[config.mk]
export PLATFORM = sky130hd
export DESIGN_NAME = uart_access_ctrl
export DESIGN_NICKNAME = d
export VERILOG_FILES = /design/src/rtl/uart_ctrl_pkg.sv /design/src/rtl/rr_arb2.sv /design/src/rtl/uart_access_ctrl.sv
export SDC_FILE = /design/constraint.sdc
export NUM_CORES = 1
export LEC_CHECK = 0
export CAP_MARGIN = 40
export CORE_MARGIN = 5
export CORE_UTILIZATION = 41
export DETAILED_ROUTE_END_ITERATION = 6
export GPL_ROUTABILITY_DRIVEN = 0
export PLACE_DENSITY = 0.78
export SYNTH_ARGS = -nofsm -noshare
export SYNTH_HDL_FRONTEND = slang
export SYNTH_HIERARCHICAL = 1
export SYNTH_SLANG_ARGS = --single-unit
[constraint.sdc]
create_clock -name clk -period 2.3 [get_ports clk]
set_input_delay 0.46 -clock clk [delete_from_list [all_inputs] [get_ports clk]]
set_output_delay 0.46 -clock clk [all_outputs]
set_load 0.01 [all_outputs]
[src/rtl/uart_ctrl_pkg.sv]
// Shared definitions for the UART access controller: FSM states, UART register map, status bits.
package uart_ctrl_pkg;

    typedef enum logic [2:0] {
        ST_INIT,
        ST_IDLE,
        ST_POLL,
        ST_PWAIT,
        ST_XFER,
        ST_XWAIT,
        ST_DONE
    } state_t;

    localparam logic [31:0] ADDR_RX   = 32'h0;
    localparam logic [31:0] ADDR_TX   = 32'h4;
    localparam logic [31:0] ADDR_STAT = 32'h8;
    localparam logic [31:0] ADDR_CTRL = 32'hC;

    localparam int STAT_RX_VALID = 0;
    localparam int STAT_RX_FULL  = 1;
    localparam int STAT_TX_EMPTY = 2;
    localparam int STAT_TX_FULL  = 3;

    localparam logic [31:0] CTRL_CLR_MASK = 32'h3;
    localparam logic [3:0]  WE_ALL        = 4'hF;

    // A tx needs room in the tx FIFO; an rx needs a byte waiting.
    function automatic logic uart_ready(input logic is_tx, input logic [31:0] stat);
        return is_tx ? !stat[STAT_TX_FULL] : stat[STAT_RX_VALID];
    endfunction

endpackage

[src/rtl/rr_arb2.sv]
// Two-way round-robin arbiter: combinational one-hot grant, pointer moves on upd.
// Zero latency; ties go to the requester not granted last (core after reset).
module rr_arb2 (
    input  logic       clk,
    input  logic       rst,
    input  logic [1:0] req,
    input  logic       upd,
    input  logic       upd_idx,
    output logic [1:0] gnt
);

    logic last_q;

    always_ff @(posedge clk) begin
        if (rst) begin
            last_q <= 1'b1;
        end else if (upd) begin
            last_q <= upd_idx;
        end
    end

    always_comb begin
        gnt = 2'b00;
        case (req)
            2'b01:   gnt = 2'b01;
            2'b10:   gnt = 2'b10;
            2'b11:   gnt = last_q ? 2'b01 : 2'b10;
            default: gnt = 2'b00;
        endcase
    end

endmodule

[src/rtl/uart_access_ctrl.sv]
// Shares a polled UART register port between core (bit0) and loader (bit1).
// Latency req->ack 3+2*RD_LAT cycles when ready; requesters hold req until their one-cycle ack.
// Not-ready status is re-polled up to POLL_LIMIT times, then the transaction ends with tout.
module uart_access_ctrl
    import uart_ctrl_pkg::*;
#(
    parameter int RD_LAT     = 2,
    parameter int POLL_LIMIT = 255
) (
    input  logic        clk,
    input  logic        rst,
    input  logic [1:0]  req,
    input  logic [1:0]  op,
    input  logic [7:0]  wdata0,
    input  logic [7:0]  wdata1,
    output logic [1:0]  ack,
    output logic [7:0]  rdata,
    output logic        tout,
    output logic        busy,
    output logic [31:0] uart_addr,
    output logic [31:0] uart_din,
    output logic        uart_en,
    output logic [3:0]  uart_we,
    input  logic [31:0] uart_dout,
    input  logic        uart_err,
    output logic        err_o
);

    state_t      state_q, state_d;
    logic [7:0]  wcnt_q, wcnt_d;
    logic [7:0]  poll_q, poll_d;
    logic        gidx_q, gidx_d;
    logic        op_q, op_d;
    logic [7:0]  wdata_q, wdata_d;
    logic [7:0]  rdata_q, rdata_d;
    logic        tout_q, tout_d;
    logic        err_q;

    logic [1:0]  gnt;
    logic        bus_en;
    logic [31:0] bus_addr, bus_din;
    logic [3:0]  bus_we;
    logic        wait_last;
    logic [8:0]  poll_next;

    rr_arb2 u_arb (
        .clk     (clk),
        .rst     (rst),
        .req     (req),
        .upd     (state_q == ST_DONE),
        .upd_idx (gidx_q),
        .gnt     (gnt)
    );

    assign wait_last = (wcnt_q == 8'(RD_LAT - 1));
    assign poll_next = {1'b0, poll_q} + 9'd1;

    always_ff @(posedge clk) begin
        if (rst) begin
            state_q <= ST_INIT;
            wcnt_q  <= '0;
            poll_q  <= '0;
            gidx_q  <= 1'b0;
            op_q    <= 1'b0;
            wdata_q <= '0;
            rdata_q <= '0;
            tout_q  <= 1'b0;
        end else begin
            state_q <= state_d;
            wcnt_q  <= wcnt_d;
            poll_q  <= poll_d;
            gidx_q  <= gidx_d;
            op_q    <= op_d;
            wdata_q <= wdata_d;
            rdata_q <= rdata_d;
            tout_q  <= tout_d;
        end
    end

    always_ff @(posedge clk) begin
        if (rst) begin
            err_q <= 1'b0;
        end else if (uart_err) begin
            err_q <= 1'b1;
        end
    end

    always_comb begin
        state_d  = state_q;
        wcnt_d   = wcnt_q;
        poll_d   = poll_q;
        gidx_d   = gidx_q;
        op_d     = op_q;
        wdata_d  = wdata_q;
        rdata_d  = rdata_q;
        tout_d   = tout_q;
        bus_en   = 1'b0;
        bus_addr = '0;
        bus_din  = '0;
        bus_we   = '0;
        ack      = 2'b00;

        case (state_q)
            ST_INIT: begin
                bus_en   = 1'b1;
                bus_addr = ADDR_CTRL;
                bus_din  = CTRL_CLR_MASK;
                bus_we   = WE_ALL;
                state_d  = ST_IDLE;
            end
            ST_IDLE: begin
                if (|req) begin
                    gidx_d  = gnt[1];
                    op_d    = gnt[1] ? op[1] : op[0];
                    wdata_d = gnt[1] ? wdata1 : wdata0;
                    poll_d  = '0;
                    rdata_d = '0;
                    tout_d  = 1'b0;
                    state_d = ST_POLL;
                end
            end
            ST_POLL: begin
                bus_en   = 1'b1;
                bus_addr = ADDR_STAT;
                wcnt_d   = '0;
                state_d  = ST_PWAIT;
            end
            ST_PWAIT: begin
                if (!wait_last) begin
                    wcnt_d = wcnt_q + 8'd1;
                end else if (uart_ready(op_q, uart_dout)) begin
                    state_d = ST_XFER;
                end else begin
                    poll_d = poll_next[7:0];
                    if (poll_next == 9'(POLL_LIMIT)) begin
                        tout_d  = 1'b1;
                        state_d = ST_DONE;
                    end else begin
                        state_d = ST_POLL;
                    end
                end
            end
            ST_XFER: begin
                bus_en = 1'b1;
                if (op_q) begin
                    bus_addr = ADDR_TX;
                    bus_din  = {24'h0, wdata_q};
                    bus_we   = WE_ALL;
                end else begin
                    bus_addr = ADDR_RX;
                end
                wcnt_d  = '0;
                state_d = ST_XWAIT;
            end
            ST_XWAIT: begin
                if (!wait_last) begin
                    wcnt_d = wcnt_q + 8'd1;
                end else begin
                    if (!op_q) begin
                        rdata_d = uart_dout[7:0];
                    end
                    state_d = ST_DONE;
                end
            end
            ST_DONE: begin
                ack     = gidx_q ? 2'b10 : 2'b01;
                state_d = ST_IDLE;
            end
            default: state_d = ST_INIT;
        endcase
    end

    // The bus stays quiet while reset is held, even though the state already reads INIT.
    assign uart_en   = bus_en & ~rst;
    assign uart_addr = rst ? 32'h0 : bus_addr;
    assign uart_din  = rst ? 32'h0 : bus_din;
    assign uart_we   = rst ? 4'h0 : bus_we;

    assign rdata = rdata_q;
    assign tout  = tout_q;
    assign busy  = (state_q != ST_IDLE);
    assign err_o = err_q;

endmodule

==> results.md <==
* Placed insts at roughly 470
* CP Max Fanout at 9
* Largest stage delay, worst path at approximately 580 ps
* Final hold vios at 0
* GRT Total Usage at about 15%
* Mean Syn Cell Area at between 8 and 9 sq um
* Critical path type: flip-flop to primary output
* Final std cells w/o fill at 476
* # port buffers at 58
* Final setup vio count at 0
* IO Pins at 137
* R2R depth at 6
* ANT cells at 0
* Detail Route Antenna Nets at 0
* Least-Margin Pin Slew at between 500 and 600 ps
* Crit start category: flip-flop
* Max IR drop VDD at roughly 0.33 mV
* Setup TNS at 0 ps
* Initial DRC Count at 163
* Via count at between 2000 and 2500
* Final Net Count at between 400 and 500
* Sw power at 0.495 mW
* Core area at 6390 sq um
* Largest net degree at the start of global routing at 33
* Clk Latency, worst-skew pair at 290 ps
* CP endpoint kind: primary output
* Std cell rows at 29
* DRC errors left at 0
* PD cells at between 400 and 500 nW/um^2
* Fmax at 0.459 GHz
* Clock-pin slew on the worst setup and hold paths at 70 ps
* Crit-path cells: buf_4 -> nand2_1 -> nor3_1 -> clkdlybuf4s50_1
* Crit path depth at 4
* CTS tree: built
* Fin worst setup slack at between 100 and 150 ps
* CTS sink cnt at 40
* Status: finished, final reports clean
* H-tree Lvls at 2
* DIE HEIGHT at about 90 microns
* Area grow syn2layout at 27.0%
* Clock share of power at between 20 and 30%
* Worst EP required at around 1800 ps
* WP buf/inv at 2
* Max Cap Viol at 0
* Seq pwr share at a little under half
* Final Cycle Share at 94.8%
* Top delay family on crit path: buffers and inverters
* Hold path depth at 2
* Int Pwr at ~1.1 mW
* Placement Setup Slack at -452 ps
* Final total power at ~1.6 mW
* Slew Limit Headroom at 60.2%
* TritonRoute pass-1 iters at 4
* Mapped Cells at 328
* Fill cells at between 600 and 700
* Full die area at between 8000 and 9000 sq um
* HPWL after detailed placement at between 4 and 5 mm
* Clock Path Buffers at 2
* CTS Hold Bufs at 0
* Slowest-stage cell, CP: clkdlybuf4s50_1
* Worst Hold Class: flip-flop to flip-flop
* Combinational share of power at about 25%
* RSZ-0062 raised after global routing: no
* Synth warnings at 6
* Routed wire length at 6.79 mm
* Initial antenna violation count at 0
* Crit path arrival time at between 1500 and 2000 ps
* Initial Util at roughly 42%
* Multi-input logic area at approximately 1600 sq um
* Sw frac at 30.1%
* First-pass GRT wire length at between 10 and 15 mm
* Vias in the first global route at roughly 2200
* Synth Cell Area at 2700 sq um
* Root buf cell: clkbuf_8
* Drt wl/cell at 14.3 microns
* Register area at 808 sq um
* Post-layout min period at ~2200 ps
* Fin. max-slew vios at 0
* Via density at between 5 and 6
* Pleak at 1.52 nW
* CTS Buf Count at 5
* Die extent in x at around 91 microns
* Layout cells sized above 1 at approximately 14%
* Clock Skew at around 6.3 ps
* GRT overflow at 0
-- power by group through the flow --
stage                     Combinational [mW]  Sequential, mW  Clock, mW
after global routing                   0.446           0.752      0.526
after CTS                              0.401           0.746      0.496
after floorplan                        0.310           0.751          0
after detailed placement               0.402           0.759          0
final                                  0.413           0.748      0.483
after global placement                 0.395           0.757          0
-- layer usage --
layer	wire (microns)	vias to the layer above	GRT usage (%)
met4	127	0	5.26
met2	3400	96	25.9
met5	0	-	0
li1	-	1211	-
met1	2880	1153	18.4
met3	384	11	3.06
-- cells in the final DEF (no fill, tap or decap), types with 2 or more instances in the layout --
cell type	n
and2_1	8
or4_1	3
nor3_1	9
clkdlybuf4s50_1	43
xnor2_1	2
nand3_1	5
a31oi_1	4
and2b_2	2
dfxtp_2	3
a211oi_1	11
conb_1	54
mux2i_1	9
nand4_1	5
xor2_1	5
dlygate4sd2_1	4
dlymetal6s2s_1	10
o32a_1	2
inv_1	11
o2111ai_1	11
o21ai_0	18
o311ai_0	2
a21oi_1	20
clkbuf_8	6
buf_4	24
o21a_1	3
and3b_1	3
and4b_1	2
a21boi_1	3
ha_1	4
dfxtp_1	36
buf_12	2
nor2_1	25
and3_1	5
a21boi_0	2
nand2_1	11
clkbuf_1	2
-- tightest hold or removal path: stages (launching register included) --
cell	delay, ps
dfxtp_1	330
nor2_1	40
nor2_1	60
-- area by class of cell --
cell class                      count  share of cell area [%]
Clock buffer                        8                    2.62
Inverter                           12                    1.31
Multi-Input combinational cell    255                    45.9
Sequential cell                    40                    23.6
Tap cell                           77                    2.81
Timing Repair Buffer               84                    23.8
-- flip-flops by register name (all words and copies together) (netlist names) --
name and count:
poll_q 8, rdata 8, wcnt_q 8, wdata_q 8
state_q 3, err_o 1, gidx_q 1, op_q 1
tout 1, u_arb/last_q 1
-- path summary, 6_finish.rpt --
path | start | to | slack [ps]
worst max-delay path | state_q[2] | ack[0] | 120
worst max register to register | wcnt_q[1] | poll_q[5] | 200
worst min-delay path | err_o | err_o | 470
worst min register to register | err_o | err_o | 470
-- repair_timing --
item                       in CTS  in global routing
setup endpoints to repair      16                 12
pin swaps                       0                  1
buffers inserted                0                  2
gates resized for setup        14                 20
-- per-stage QoR --
stage / hold WS, ps / area (sq um) / util [%]
finish: 467 / 3430 / 53.7
global route: 497 / 3430 / 53.7
CTS: 472 / 3360 / 52.6
detailed placement: 456 / 3250 / 50.9
global placement: 453 / 3250 / 50.9
floorplan: 460 / 2900 / -
(Power assumes the default switching activity.)
